==> src/rtl/block_accum_pkg.sv <==
// Shared types and helpers for the block accumulator.
package block_accum_pkg;

  localparam int unsigned DIW_DEF   = 33;
  localparam int unsigned LEN_W_DEF = 8;
  localparam int unsigned SEXT_MAXW = 64;

  typedef enum logic {
    IDLE = 1'b0,
    ACC  = 1'b1
  } state_t;

  // Accumulator width wide enough for 2^len_w samples of diw bits.
  function automatic int unsigned acc_width(input int unsigned diw, input int unsigned len_w);
    return diw + len_w;
  endfunction

  // Sign-extend the low w bits of x to SEXT_MAXW bits.
  function automatic logic [SEXT_MAXW-1:0] sext(input logic [SEXT_MAXW-1:0] x, input int unsigned w);
    logic [SEXT_MAXW-1:0] r;
    r = x << (SEXT_MAXW - w);
    r = $unsigned($signed(r) >>> (SEXT_MAXW - w));
    return r;
  endfunction

endpackage

==> src/rtl/block_accumulator_if.sv <==
// Sample input stream and valid/ready result output of the accumulator.
interface block_accumulator_if #(
  parameter int unsigned DIW  = 33,
  parameter int unsigned ACCW = 41
);
  logic            in_valid;
  logic [DIW-1:0]  in_data;
  logic            out_valid;
  logic            out_ready;
  logic [ACCW-1:0] out_data;

  modport master (
    output in_valid, in_data, out_ready,
    input  out_valid, out_data
  );

  modport slave (
    input  in_valid, in_data, out_ready,
    output out_valid, out_data
  );
endinterface

==> src/rtl/block_accumulator_out_reg.sv <==
// Result register: holds a block sum until accepted, flags overwrites.
module accum_out_reg #(
  parameter int unsigned W = 41
) (
  input  logic         clk,
  input  logic         rst_n,
  input  logic         i_clr,
  input  logic         i_load,
  input  logic [W-1:0] i_data,
  input  logic         i_ready,
  output logic         o_valid,
  output logic [W-1:0] o_data,
  output logic         o_overrun
);

  logic         r_valid;
  logic [W-1:0] r_data;
  logic         r_overrun;

  // Load on completion, drop valid on transfer, sticky overrun on overwrite.
  always_ff @(posedge clk or negedge rst_n) begin
    if (!rst_n) begin
      r_valid   <= 1'b0;
      r_data    <= '0;
      r_overrun <= 1'b0;
    end else if (i_clr) begin
      r_valid   <= 1'b0;
      r_overrun <= 1'b0;
    end else if (i_load) begin
      r_data  <= i_data;
      r_valid <= 1'b1;
      if (r_valid && !i_ready) r_overrun <= 1'b1;
    end else if (r_valid && i_ready) begin
      r_valid <= 1'b0;
    end
  end

  assign o_valid   = r_valid;
  assign o_data    = r_data;
  assign o_overrun = r_overrun;

endmodule

==> src/rtl/block_accumulator.sv <==
// Accumulates a programmable number of signed samples into one block sum.
module block_accumulator
  import block_accum_pkg::*;
#(
  parameter int unsigned DIW   = DIW_DEF,
  parameter int unsigned LEN_W = LEN_W_DEF
) (
  input  logic                 clk,
  input  logic                 rst_n,
  input  logic                 clr,
  input  logic [LEN_W-1:0]     blk_len,
  block_accumulator_if.slave   bus,
  output logic                 busy,
  output logic                 err_overrun
);

  localparam int unsigned ACCW = acc_width(DIW, LEN_W);

  state_t            r_state;
  logic [ACCW-1:0]   r_acc;
  logic [LEN_W-1:0]  r_cnt;
  logic [LEN_W-1:0]  r_len_q;

  logic [ACCW-1:0]   w_samp;
  logic [ACCW-1:0]   w_sum;
  logic [ACCW-1:0]   w_result;
  logic              w_done;

  assign w_samp = ACCW'(sext(SEXT_MAXW'(bus.in_data), DIW));
  assign w_sum  = r_acc + w_samp;

  // Detect the last sample of a block and select its result.
  always_comb begin
    w_done   = 1'b0;
    w_result = w_samp;
    if (bus.in_valid && !clr) begin
      if (r_state == IDLE) begin
        w_done = (blk_len == '0);
      end else begin
        w_done   = (r_cnt == r_len_q);
        w_result = w_sum;
      end
    end
  end

  // Accumulate FSM: a block starts on the first valid sample in IDLE.
  always_ff @(posedge clk or negedge rst_n) begin
    if (!rst_n) begin
      r_state <= IDLE;
      r_acc   <= '0;
      r_cnt   <= '0;
      r_len_q <= '0;
    end else if (clr) begin
      r_state <= IDLE;
      r_acc   <= '0;
      r_cnt   <= '0;
    end else if (bus.in_valid) begin
      case (r_state)
        IDLE: begin
          if (blk_len != '0) begin
            r_acc   <= w_samp;
            r_cnt   <= LEN_W'(1);
            r_len_q <= blk_len;
            r_state <= ACC;
          end
        end
        ACC: begin
          if (r_cnt == r_len_q) begin
            r_state <= IDLE;
          end else begin
            r_acc <= w_sum;
            r_cnt <= r_cnt + LEN_W'(1);
          end
        end
        default: r_state <= IDLE;
      endcase
    end
  end

  assign busy = (r_state == ACC);

  accum_out_reg #(
    .W (ACCW)
  ) u_out_reg (
    .clk       (clk),
    .rst_n     (rst_n),
    .i_clr     (clr),
    .i_load    (w_done),
    .i_data    (w_result),
    .i_ready   (bus.out_ready),
    .o_valid   (bus.out_valid),
    .o_data    (bus.out_data),
    .o_overrun (err_overrun)
  );

endmodule

==> src/flat_wrapper.sv <==
// flat-port wrapper written by rule: the top's interface ports become plain ports
module block_accumulator_flat import block_accum_pkg::*;
#(
  parameter int unsigned DIW   = DIW_DEF,
  parameter int unsigned LEN_W = LEN_W_DEF
)
  (clk, rst_n, clr, blk_len, busy, err_overrun, bus_in_valid, bus_in_data, bus_out_ready, bus_out_valid, bus_out_data);
  block_accumulator_if #(.DIW(DIW), .ACCW((41))) bus_i ();
  input  logic clk;
  input  logic rst_n;
  input  logic clr;
  input  logic [LEN_W-1:0] blk_len;
  output logic busy;
  output logic err_overrun;
  input wire logic [$bits(bus_i.in_valid)-1:0] bus_in_valid;
  input wire logic [$bits(bus_i.in_data)-1:0] bus_in_data;
  input wire logic [$bits(bus_i.out_ready)-1:0] bus_out_ready;
  output wire logic [$bits(bus_i.out_valid)-1:0] bus_out_valid;
  output wire logic [$bits(bus_i.out_data)-1:0] bus_out_data;
  assign bus_i.in_valid = bus_in_valid;
  assign bus_i.in_data = bus_in_data;
  assign bus_i.out_ready = bus_out_ready;
  assign bus_out_valid = bus_i.out_valid;
  assign bus_out_data = bus_i.out_data;
  block_accumulator #(.DIW(DIW), .LEN_W(LEN_W)) u_core (.clk(clk), .rst_n(rst_n), .clr(clr), .blk_len(blk_len), .bus(bus_i), .busy(busy), .err_overrun(err_overrun));
endmodule
==> config.mk <==
export PLATFORM = sky130hd
export DESIGN_NAME = block_accumulator_flat
export DESIGN_NICKNAME = d
export VERILOG_FILES = /design/src/rtl/block_accum_pkg.sv /design/src/rtl/block_accumulator_if.sv /design/src/rtl/block_accumulator_out_reg.sv /design/src/rtl/block_accumulator.sv /design/src/flat_wrapper.sv
export SDC_FILE = /design/constraint.sdc
export NUM_CORES = 1
export LEC_CHECK = 0
export ABC_AREA = 1
export CAP_MARGIN = 10
export CORE_ASPECT_RATIO = 0.75
export CORE_MARGIN = 4
export CORE_UTILIZATION = 46
export DETAILED_ROUTE_END_ITERATION = 10
export PLACE_DENSITY = 0.71
export REMOVE_ABC_BUFFERS = 1
export SLEW_MARGIN = 0
export SYNTH_ARGS = -nofsm -noshare
export SYNTH_HDL_FRONTEND = slang
export SYNTH_SLANG_ARGS = --single-unit
==> constraint.sdc <==
create_clock -name clk -period 2.8 [get_ports clk]
set_input_delay 0.56 -clock clk [delete_from_list [all_inputs] [get_ports clk]]
set_output_delay 0.56 -clock clk [all_outputs]
set_load 0.005 [all_outputs]
# Word-level counts from Yosys, hierarchy flattened
# Index checks and enable logic that the tools add are counted.
classes:
  add_sub_neg: 2
  eq_ne: 3
  muxes: 25
  bitwise_logic: 2
  reduce_logical: 15
ops:
  columns: ["cell", "n"]
  rows:
  - ["$mux W41", 6]
  - ["$pmux W41 S2", 1]
  - ["$add A41 B41 Y41", 1]
  - ["$mux W8", 4]
  - ["$pmux W8 S2", 1]
  - ["$mux W1", 12]
  - ["$add A8 B1 Y8 const B", 1]
  - ["$eq A8 B8 Y1", 1]
  - ["$logic_not A8 Y1", 1]
  - ["$reduce_bool A8 Y1", 1]
  - ["$ne A3 B3 Y1 const B", 2]
  - ["$reduce_bool A2 Y1", 3]
  - ["$reduce_and A2 Y1", 2]
  - ["$reduce_and A4 Y1", 1]
  - ["$logic_and A1 B1 Y1", 3]
  - ["$reduce_and A3 Y1", 1]
  - ["$reduce_bool A3 Y1", 1]
  - ["$logic_not A1 Y1", 2]
  - ["$not A1 Y1", 2]
  - ["$pmux W1 S2", 1]
word_totals:
  regBits: 101
  inputBits: 46
  out_inout_bits: 44
  wordCells: 54

# Longest topological paths before layout
# Gate-level depths: netlist (run 1).
logic_depth:
  word_depth: 5
  ltp_mapped: 17
  ltp_nobuf: 17

# By module
# From an unflattened synthesis (run 1), not the netlist that was laid out.
unflattened:
  cells_unflattened: 1285
  hier_area_um2: 7965.1
modules_own_cells:
  columns: ["mod", "n_inst", "cells_per_inst", "area_each_um2", "seq_area_each_um2"]
  rows:
  - ["block_accumulator", 1, 1100, 6286.0, 1451.4]
  - ["accum_out_reg", 1, 185, 1679.1, 1076.0]

# Worst setup path after synthesis (run 1)
# No wires, ideal clock.
synth_timing:
  kind: "input to register"
  from: "in bus_in_data[0]"
  to: "reg u_core.u_out_reg.r_data[36], in the netlist u_core.u_out_reg.o_data[36]"
  setup_ns: 0.116
  arrival_time_ns: 2.049
  required_time_ns: 2.684
  setup_slack_ns: 0.635
  stages: 16
  path_buffers: 0
  cell_sequence: "ha_1 -> inv_1 -> fa_1 -> inv_1 -> nand2_1 -> nand2_1 -> and2_1 -> nand3b_1 -> nand3_1 -> nand2_1 -> nand2_1 -> nand2_1 -> nand3_1 -> nand2_1 -> nand2_1 -> nand2_1"
synth_via:
  elab_chain_len: 3
synth_rtl:
  columns: ["element", "line_no", "text"]
  rows:
  - ["start, declared", "flat_wrapper.sv:16", "input wire logic [$bits(bus_i.in_data)-1:0] bus_in_data;"]
  - ["$add A41 B41 Y41", "block_accumulator.sv:30", "assign w_sum = r_acc + w_samp;"]
  - ["$mux W41", "block_accumulator.sv:37", "if (r_state == IDLE) begin"]
  - ["$mux W41", "block_accumulator.sv:36", "if (bus.in_valid && !clr) begin"]
  - ["end signal, assigned", "block_accumulator_out_reg.sv:30", "r_data <= i_data;"]
  - ["end, declared", "block_accumulator_out_reg.sv:17", "logic [W-1:0] r_data;"]
# No other way between the ends.
# A chain may end at the register's enable or synchronous reset.

# Final worst setup path (run 1)
layout_timing:
  from: "in bus_in_data[0]"
  to: "reg u_core.u_out_reg.r_data[34], in the netlist u_core.u_out_reg.o_data[34]"
# Same word-level chain as after synthesis.

==> impl_summary.log, run 1 <==
[metrics] area used by multi-input combinational logic: 4217 µm²
[metrics] first-pass GRT wire length: 35,740 µm
[metrics] commonest cells in the synthesized netlist: 449 x sky130_fd_sc_hd__nand2_1, 164 x sky130_fd_sc_hd__inv_1, 101 x sky130_fd_sc_hd__dfrtp_1
[metrics] transition time of the tightest slew-check pin: 0.8887 ns
[metrics] minimum clock period after layout: 2.580 ns
[metrics] Final Total Pwr: 4.731 mW
[metrics] worst endpoint required time: 3.05 ns
[metrics] post-cts resize count: 0
[metrics] post-synthesis async set-or-reset flop share: 100.0%
[metrics] final period utilization: 92.14%
[metrics] routing layer with the top usage in global route: met1
[metrics] FF-to-FF Start: u_core.r_acc[11]$_DFFE_PN0P_
[metrics] Vert. Die Dim: 119.1 µm
[metrics] met1 track demand over resource in global routing: 38.81%
[metrics] number of cell instances on the worst register-to-register path: 15
[metrics] wire per inst: 14.40 µm
[metrics] fraction of met3 tracks used by global routing: 4.577%
[metrics] number of pins with negative max-slew slack in the final report: 0
[metrics] CTS tree: done
[metrics] reg-to-reg endpoint: u_core.r_acc[39]$_DFFE_PN0P_
[metrics] number of synthesized register bits: 101
[metrics] ratio of total power to cell area: 506.9 nW/µm²
[metrics] H-tree depth: 3
[metrics] die area: 18,580 µm²
[metrics] post-synthesis area per instance: 6.478 µm²
[metrics] distinct cell type count of the synthesized netlist: 39
[metrics] number of antenna diodes: 0
[metrics] minimum setup slack among reg-to-reg paths: 0.55 ns
[metrics] final estimated routing congestion in global placement: 0.9841
[metrics] core footprint: 16,070 µm²
[metrics] arrival time of data at the critical path endpoint: 2.83 ns
[metrics] main area contributors after synthesis: sky130_fd_sc_hd__dfrtp_1 33%, sky130_fd_sc_hd__nand2_1 22%, sky130_fd_sc_hd__inv_1 8.1%
[metrics] minimum setup slack after placement: -0.1435 ns
[metrics] relative area change from synthesis to final layout: 23.35%
[metrics] utilization after layout: 58.09%
[metrics] Post-synth EDFFs: 0
[metrics] sum of negative setup slack: 0 ns
[metrics] Setup crit start kind: input port
[metrics] Post CTS Setup Buffer Count: 0
[metrics] width of the chip: 156.1 µm
[metrics] kind of end point of the critical path: flop
[metrics] aggregate global-route resource usage: 23.84%
[metrics] dpl hpwl: 17,040 µm
[metrics] unrepaired setup endpoints after global routing: false
[metrics] number of buffer cells added on primary ports: 89
[metrics] pin count of the biggest net entering global routing: 43
[metrics] DRC Markers: 0
[metrics] clock input transition at the sequential cells of the worst setup and hold paths: 0.07 ns
[metrics] clock latency reported for the late side of the worst-skew pair: 0.35 ns
[metrics] share of the synthesized area in the top cell type: 33.40%
[metrics] Max Clock Skew: 0.009548 ns
[metrics] first element of the critical path: bus_in_data[0]
[metrics] total of endpoints with negative setup slack in the final report: 0
[metrics] number of antenna violations at the first check in global routing: 0
[metrics] boundary pin count: 90
[metrics] Seq/Total Area, Yosys: 33.40%
[metrics] Via density: 5.025
[metrics] Fillers: 1,560
[metrics] clock buffer count from CTS: 9
[metrics] Leakage Power: 5.138 nW
[metrics] total congestion overflow after global routing: 0
[metrics] Max-slew headroom: 40.35%
[metrics] footprint of the flip-flops and latches: 2529 µm²
[metrics] Max Clk Rate: 387.6 MHz
[metrics] DR vias: 7,648
[metrics] number of maximum-capacitance constraint violations: 0
[metrics] Hold WC Path Type: input port to asynchronous set/reset pin
[metrics] Max clock buf depth: 2
[metrics] most frequent cell after synthesis: sky130_fd_sc_hd__nand2_1
[metrics] vias in the first global route: 6,952
[metrics] cell at the root of the clock tree: sky130_fd_sc_hd__clkbuf_16
[metrics] Initial Util: 47.10%
[metrics] final hold vios: 0
[metrics] Clock Sinks: 101
[metrics] row count: 40
[metrics] PnR worst setup slack: 0.2202 ns
[metrics] Total Wirelength: 21,920 µm
[metrics] Synth Flop Type: sky130_fd_sc_hd__dfrtp_1
[metrics] DRC violation total after the first TritonRoute iteration: 522
[metrics] cell type with the largest total area after synthesis: sky130_fd_sc_hd__dfrtp_1
[metrics] Yosys Warn Count: 0
[metrics] Antenna Nets Post-Route: 0
[metrics] run status: complete, no violations
[metrics] maximum fanout along the worst path: 3
[metrics] count of mapped cells out of synthesis: 1,168
[metrics] number of nets in the final layout: 1,395
[metrics] critical path type: input port to flop
[metrics] met2 global-route usage: 32.53%
[metrics] Synth Cell Area: 7566 µm²
[metrics] number of search-and-repair iterations in the first detailed-routing pass: 5
[metrics] largest vdd supply drop: 0.3315 mV
[metrics] Worst setup endpoint: u_core.u_out_reg.o_data[34]$_DFFE_PN0P_
[metrics] share of post-route cells with drive strength above 1: 9.451%
[metrics] hold-fix buffer count after cts: 0
state kept, by name (all words and copies together), names as in the netlist:
signal / count
u_core.busy: 1
u_core.r_acc: 41
u_core.r_cnt: 8
u_core.r_len_q: 8
u_core.u_out_reg.o_data: 41
u_core.u_out_reg.o_overrun: 1
u_core.u_out_reg.o_valid: 1
layer usage:
layer	wire [µm]	vias to the layer above	share of wire (%)
met5	0	-	0
met4	210	0	0.96
met3	1688	15	7.7
met2	8425	262	38
met1	11600	3431	53
li1	-	3940	-
cell type report:
| type | count | area share, % |
|---|---|---|
| multi-input cells | 868 | 45.18 |
| flip-flops and latches | 101 | 27.09 |
| repair buffers | 153 | 14.80 |
| inverters | 174 | 7.052 |
| well taps | 210 | 2.815 |
| clock buffers | 9 | 2.413 |
| clock inverters | 7 | 0.6435 |
worst min path at each step:
stage	cells past startpoint	to	start	slack [ns]
floorplan	0	u_core.busy$_DFFE_PN0P_	rst_n	0.26
global placement	2	u_core.u_out_reg.o_data[26]$_DFFE_PN0P_	u_core.u_out_reg.o_data[26]$_DFFE_PN0P_	0.46
detailed placement	2	u_core.u_out_reg.o_data[19]$_DFFE_PN0P_	u_core.u_out_reg.o_data[19]$_DFFE_PN0P_	0.47
CTS	1	u_core.u_out_reg.o_data[13]$_DFFE_PN0P_	rst_n	0.22
global route	1	u_core.r_acc[14]$_DFFE_PN0P_	rst_n	0.24
finish	1	u_core.u_out_reg.o_data[13]$_DFFE_PN0P_	rst_n	0.19
stage by stage:
stage          instance area [µm²]  hold slack (ns)  instances
2_1_floorplan                 7402           0.2644       1143
3_3_place_gp                  9047           0.4617       1506
3_5_place_dp                  9047           0.4657       1506
4_1_cts                       9333           0.2153       1522
5_1_grt                       9333           0.2413       1522
6_report                      9333           0.1920       1522
critical path, stage by stage:
cell                              delay [ns]
sky130_fd_sc_hd__clkdlybuf4s50_1        0.48
sky130_fd_sc_hd__ha_1                   0.18
sky130_fd_sc_hd__inv_1                  0.05
sky130_fd_sc_hd__fa_1                   0.35
sky130_fd_sc_hd__inv_1                  0.09
sky130_fd_sc_hd__buf_4                  0.12
sky130_fd_sc_hd__nand3_1                0.08
sky130_fd_sc_hd__nand3_1                0.16
sky130_fd_sc_hd__nand2_1                0.07
sky130_fd_sc_hd__nand2_1                0.15
sky130_fd_sc_hd__nand2_1                0.14
sky130_fd_sc_hd__nand2_1                0.09
sky130_fd_sc_hd__nand2_1                0.05
sky130_fd_sc_hd__nand3_1                0.06
sky130_fd_sc_hd__nand2_1                0.07
sky130_fd_sc_hd__nand2_1                0.08
sky130_fd_sc_hd__nand2_1                0.05
power by group:
group          leakage [nW]  switching [mW]  internal, mW
clock network         0.135           0.607         0.618
logic                  3.66           0.906         0.788
registers              1.34           0.139          1.67
total                  5.14            1.65          3.08
placed cells by master (no fill, tap or decap), drive strengths merged:
| cell type | synthesis | layout |
|---|---|---|
| a21oi | 41 | 41 |
| a22oi | 1 | 1 |
| a31oi | 5 | 5 |
| a32oi | 1 | 1 |
| and2 | 1 | 1 |
| and3 | 1 | 1 |
| buf | 17 | 65 |
| clkbuf | 8 | 9 |
| clkdlybuf4s50 | 0 | 88 |
| clkinv | 2 | 5 |
| clkinvlp | 0 | 2 |
| dfrtp | 101 | 101 |
| fa | 1 | 1 |
| ha | 41 | 41 |
| inv | 172 | 174 |
| mux2i | 3 | 3 |
| nand2 | 451 | 451 |
| nand3 | 93 | 93 |
| nand3b | 2 | 2 |
| nand4 | 7 | 7 |
| nor2 | 90 | 90 |
| nor3 | 8 | 8 |
| nor4 | 1 | 1 |
| o211a | 1 | 1 |
| o21ai | 76 | 76 |
| o21bai | 4 | 4 |
| o22ai | 4 | 4 |
| o31ai | 1 | 1 |
| or2 | 17 | 17 |
| xnor2 | 9 | 9 |
| xor2 | 9 | 9 |
cell families (layout without fill, tap and decap cells):
group,after synthesis,in the layout,share of synthesized area (%)
AOI/OAI and AO/OA,134,134,9.476
and+or+nand+nor,671,671,36.73
DFF,101,101,33.40
muxes,3,3,0.3969
xor gates and xnor gates,18,18,2.084
adders and majority gates,42,42,7.045
buffers and inverters,199,343,10.86
Power figures use the tool's default switching activity.
==> inputs of run 2 (changes only) <==
--- a/config.mk
+++ b/config.mk
@@ -7,11 +7,13 @@
 export LEC_CHECK = 0
 export ABC_AREA = 1
 export CAP_MARGIN = 10
+export CELL_PAD_IN_SITES_DETAIL_PLACEMENT = 1
+export CELL_PAD_IN_SITES_GLOBAL_PLACEMENT = 2
 export CORE_ASPECT_RATIO = 0.75
 export CORE_MARGIN = 4
-export CORE_UTILIZATION = 46
+export CORE_UTILIZATION = 31
 export DETAILED_ROUTE_END_ITERATION = 10
-export PLACE_DENSITY = 0.71
+export PLACE_DENSITY = 0.84
 export REMOVE_ABC_BUFFERS = 1
 export SLEW_MARGIN = 0
 export SYNTH_ARGS = -nofsm -noshare
==> run 2 against run 1 <==
Net effect:
- first-iteration DRC count is 17% lower
- utilization is 17 points lower
- worst hold slack worse by 0.14 ns
- fmax up 0.72%
- combinational power rose by 8%
- worst setup slack improved by 0.019 ns
- via count increased by 2.0%
- critical endpoint unchanged
- clock skew increased by 0.0021 ns
- critical path depth unchanged
- critical path type unchanged
- clock-buffer cell count unchanged
==> impl_summary.log, run 2 (synthesis results as in run 1) <==
[metrics] cell family with most CP delay: simple AND/OR/NAND/NOR gates
[metrics] Via density: 4.676 (-6.9%)
[metrics] cell at the root of the clock tree: sky130_fd_sc_hd__clkbuf_16
[metrics] maximum fanout along the worst path: 3 (unchanged)
[metrics] commonest cells after routing, fill and taps aside: 449 x sky130_fd_sc_hd__nand2_1, 164 x sky130_fd_sc_hd__inv_1, 100 x sky130_fd_sc_hd__dfrtp_1
[metrics] largest stage delay on the critical path: 0.48 ns (about the same)
[metrics] minimum clock period after layout: 2.561 ns (-0.01857 ns)
[metrics] area used by multi-input combinational logic: 4228 µm² (+0.27%)
[metrics] Max Clk Rate: 390.4 MHz (+0.72%)
[metrics] total congestion overflow after global routing: 0 (unchanged)
[metrics] Initial Util: 31.56% (-16 points)
[metrics] vias in the first global route: 8,033 (+16%)
[metrics] number of cells after detailed placement: 1,652 (+9.7%)
[metrics] share of post-route cells with drive strength above 1: 11.37% (+1.9 points)
[metrics] relative area change from synthesis to final layout: 28.63%
[metrics] Post CTS Setup Buffer Count: 0 (unchanged)
[metrics] width of the chip: 188.4 µm (+21%)
[metrics] PnR worst setup slack: 0.2387 ns (+0.01857 ns)
[metrics] unrepaired setup endpoints after global routing: false
[metrics] number of nets in the final layout: 1,420 (+1.8%)
[metrics] dpl hpwl: 20,990 µm (+23%)
[metrics] row count: 49 (+23%)
[metrics] standard cell with the maximum stage delay on the critical path: sky130_fd_sc_hd__clkdlybuf4s50_1
[metrics] first-pass GRT wire length: 43,220 µm (+21%)
[metrics] Final Total Pwr: 5.018 mW (+6.1%)
[metrics] Hold WC Path Type: input port to asynchronous set/reset pin
[metrics] largest vdd supply drop: 0.3184 mV (-3.9%)
[metrics] Max Clock Skew: 0.01169 ns (+0.002139 ns)
[metrics] number of pins with negative max-slew slack in the final report: 0 (unchanged)
[metrics] Antenna Nets Post-Route: 0 (unchanged)
[metrics] number of search-and-repair iterations in the first detailed-routing pass: 5 (unchanged)
[metrics] Max-slew headroom: 42.13% (+1.8 points)
[metrics] total of endpoints with negative setup slack in the final report: 0 (unchanged)
[metrics] final estimated routing congestion in global placement: 0.8778 (-11%)
[metrics] number of maximum-capacitance constraint violations: 0 (unchanged)
[metrics] Clock Sinks: 101 (unchanged)
[metrics] wire per inst: 15.72 µm (+9.2%)
[metrics] Setup crit start kind: input port
[metrics] DR vias: 7,800 (+2.0%)
[metrics] Leakage Power: 5.295 nW (+3.0%)
[metrics] DRC Markers: 0 (unchanged)
[metrics] critical path type: input port to flop
[metrics] post-place instance area: 9399 µm² (+3.9%)
[metrics] H-tree depth: 3 (unchanged)
[metrics] cell-by-cell trace of the critical path: clkdlybuf4s50_1 > ha_1 > inv_1 > fa_1 > inv_1 > buf_4 > nand3_1 > nand3_1 > nand2_1 > nand2_1 > nand2_1 > nand2_1 > nand2_1 > nand3_1 > nand2_1 > nand2_1 > nand2_1
[metrics] CTS tree: done
[metrics] number of antenna diodes: 0 (unchanged)
[metrics] boundary pin count: 90 (unchanged)
[metrics] Layout Cell Area excl Fill: 9732 µm² (+4.3%)
[metrics] die area: 27,000 µm² (+45%)
[metrics] count of buffer and inverter cells on the critical path: 4 (unchanged)
[metrics] Hold Slack: 0.04862 ns (-0.1434 ns)
[metrics] Critical Path Most Common Cell: sky130_fd_sc_hd__nand2_1
[metrics] kind of end point of the critical path: flop
[metrics] minimum setup slack after placement: -0.2246 ns (-0.08111 ns)
[metrics] run status: complete, no violations
[metrics] Vert. Die Dim: 143.3 µm (+20%)
[metrics] commonest non-fill, non-tap cell in the layout: sky130_fd_sc_hd__nand2_1
[metrics] clock input transition at the sequential cells of the worst setup and hold paths: 0.09 ns (+0.02 ns)
[metrics] transition time of the tightest slew-check pin: 0.8623 ns (-0.02638 ns)
[metrics] DRC violation total after the first TritonRoute iteration: 433 (-17%)
[metrics] clock buffer count from CTS: 9 (unchanged)
[metrics] clock latency reported for the late side of the worst-skew pair: 0.37 ns (+0.02 ns)
[metrics] Total Wirelength: 26,230 µm (+20%)
[metrics] Fillers: 3,135 (+100%)
[metrics] aggregate global-route resource usage: 19.91% (-3.9 points)
[metrics] number of antenna violations at the first check in global routing: 0 (unchanged)
[metrics] footprint of the flip-flops and latches: 2529 µm² (unchanged)
[metrics] worst endpoint required time: 3.07 ns (+0.02 ns)
[metrics] pin count of the biggest net entering global routing: 51 (+19%)
[metrics] core footprint: 23,970 µm² (+49%)
[metrics] final hold vios: 0 (unchanged)
[metrics] arrival time of data at the critical path endpoint: 2.83 ns (about the same)
[metrics] utilization after layout: 40.60% (-17 points)
[metrics] Max clock buf depth: 2 (unchanged)
[metrics] final period utilization: 91.47% (-0.66 points)
[metrics] sum of negative setup slack: 0 ns (unchanged)
[metrics] number of buffer cells added on primary ports: 89 (unchanged)
[metrics] non-filler cells, final: 1,668 (+9.6%)
[metrics] ratio of total power to cell area: 515.6 nW/µm² (+1.7%)
## run 2: cell count changes in the layout (fill, tap and decap cells not counted), sizes merged
cell	previous run	this run
buf	65	90
clkinvlp	2	0
clkinv	5	6
inv	174	175
## run 2: cell type report
cell class / instances / area share (%)
Sequential cell: 101 / 25.98
Clock buffer: 9 / 2.314
Timing Repair Buffer: 178 / 16.25
Tap cell: 331 / 4.256
Inverter: 174 / 6.763
Multi-Input combinational cell: 868 / 43.44
Clock inverter: 7 / 0.9900
## run 2: timing repair
item / 4_1_cts / 5_1_grt
hold buffers: 0 / 0
gates resized for setup: 0 / 4
endpoints found under the hold margin: 0 / 0
endpoints found under the setup margin: 0 / 7
## run 2: metal layers
| metal | vias to the layer above | GRT usage (%) | part of all wire (%) |
|---|---|---|---|
| met5 | - | 0 | 0 |
| met4 | 0 | 3.258 | 0.91 |
| met3 | 14 | 2.598 | 3.6 |
| met2 | 116 | 28.74 | 38 |
| met1 | 3684 | 31.93 | 57 |
| li1 | 3986 | - | - |
## run 2: power by group
part	switching, mW	internal [mW]
Combinational	0.980	0.852
Clock	0.724	0.655
Sequential	0.136	1.67
## run 2: final timing paths
| kind | startpoint | end | slack, ns | cells after the start |
|---|---|---|---|---|
| min in group clk | u_core.u_out_reg.o_data[22]$_DFFE_PN0P_ | u_core.u_out_reg.o_data[22]$_DFFE_PN0P_ | 0.48 | 2 |
| max in group asynchronous | rst_n | u_core.r_acc[24]$_DFFE_PN0P_ | 1.96 | 2 |
| setup / recovery | bus_in_data[0] | u_core.u_out_reg.o_data[34]$_DFFE_PN0P_ | 0.24 | 17 |
| setup reg to reg | u_core.r_acc[13]$_DFFE_PN0P_ | u_core.r_acc[22]$_DFFE_PN0P_ | 0.51 | 12 |
| hold reg to reg | u_core.u_out_reg.o_data[22]$_DFFE_PN0P_ | u_core.u_out_reg.o_data[22]$_DFFE_PN0P_ | 0.48 | 2 |
| hold / removal | rst_n | u_core.r_acc[30]$_DFFE_PN0P_ | 0.05 | 1 |
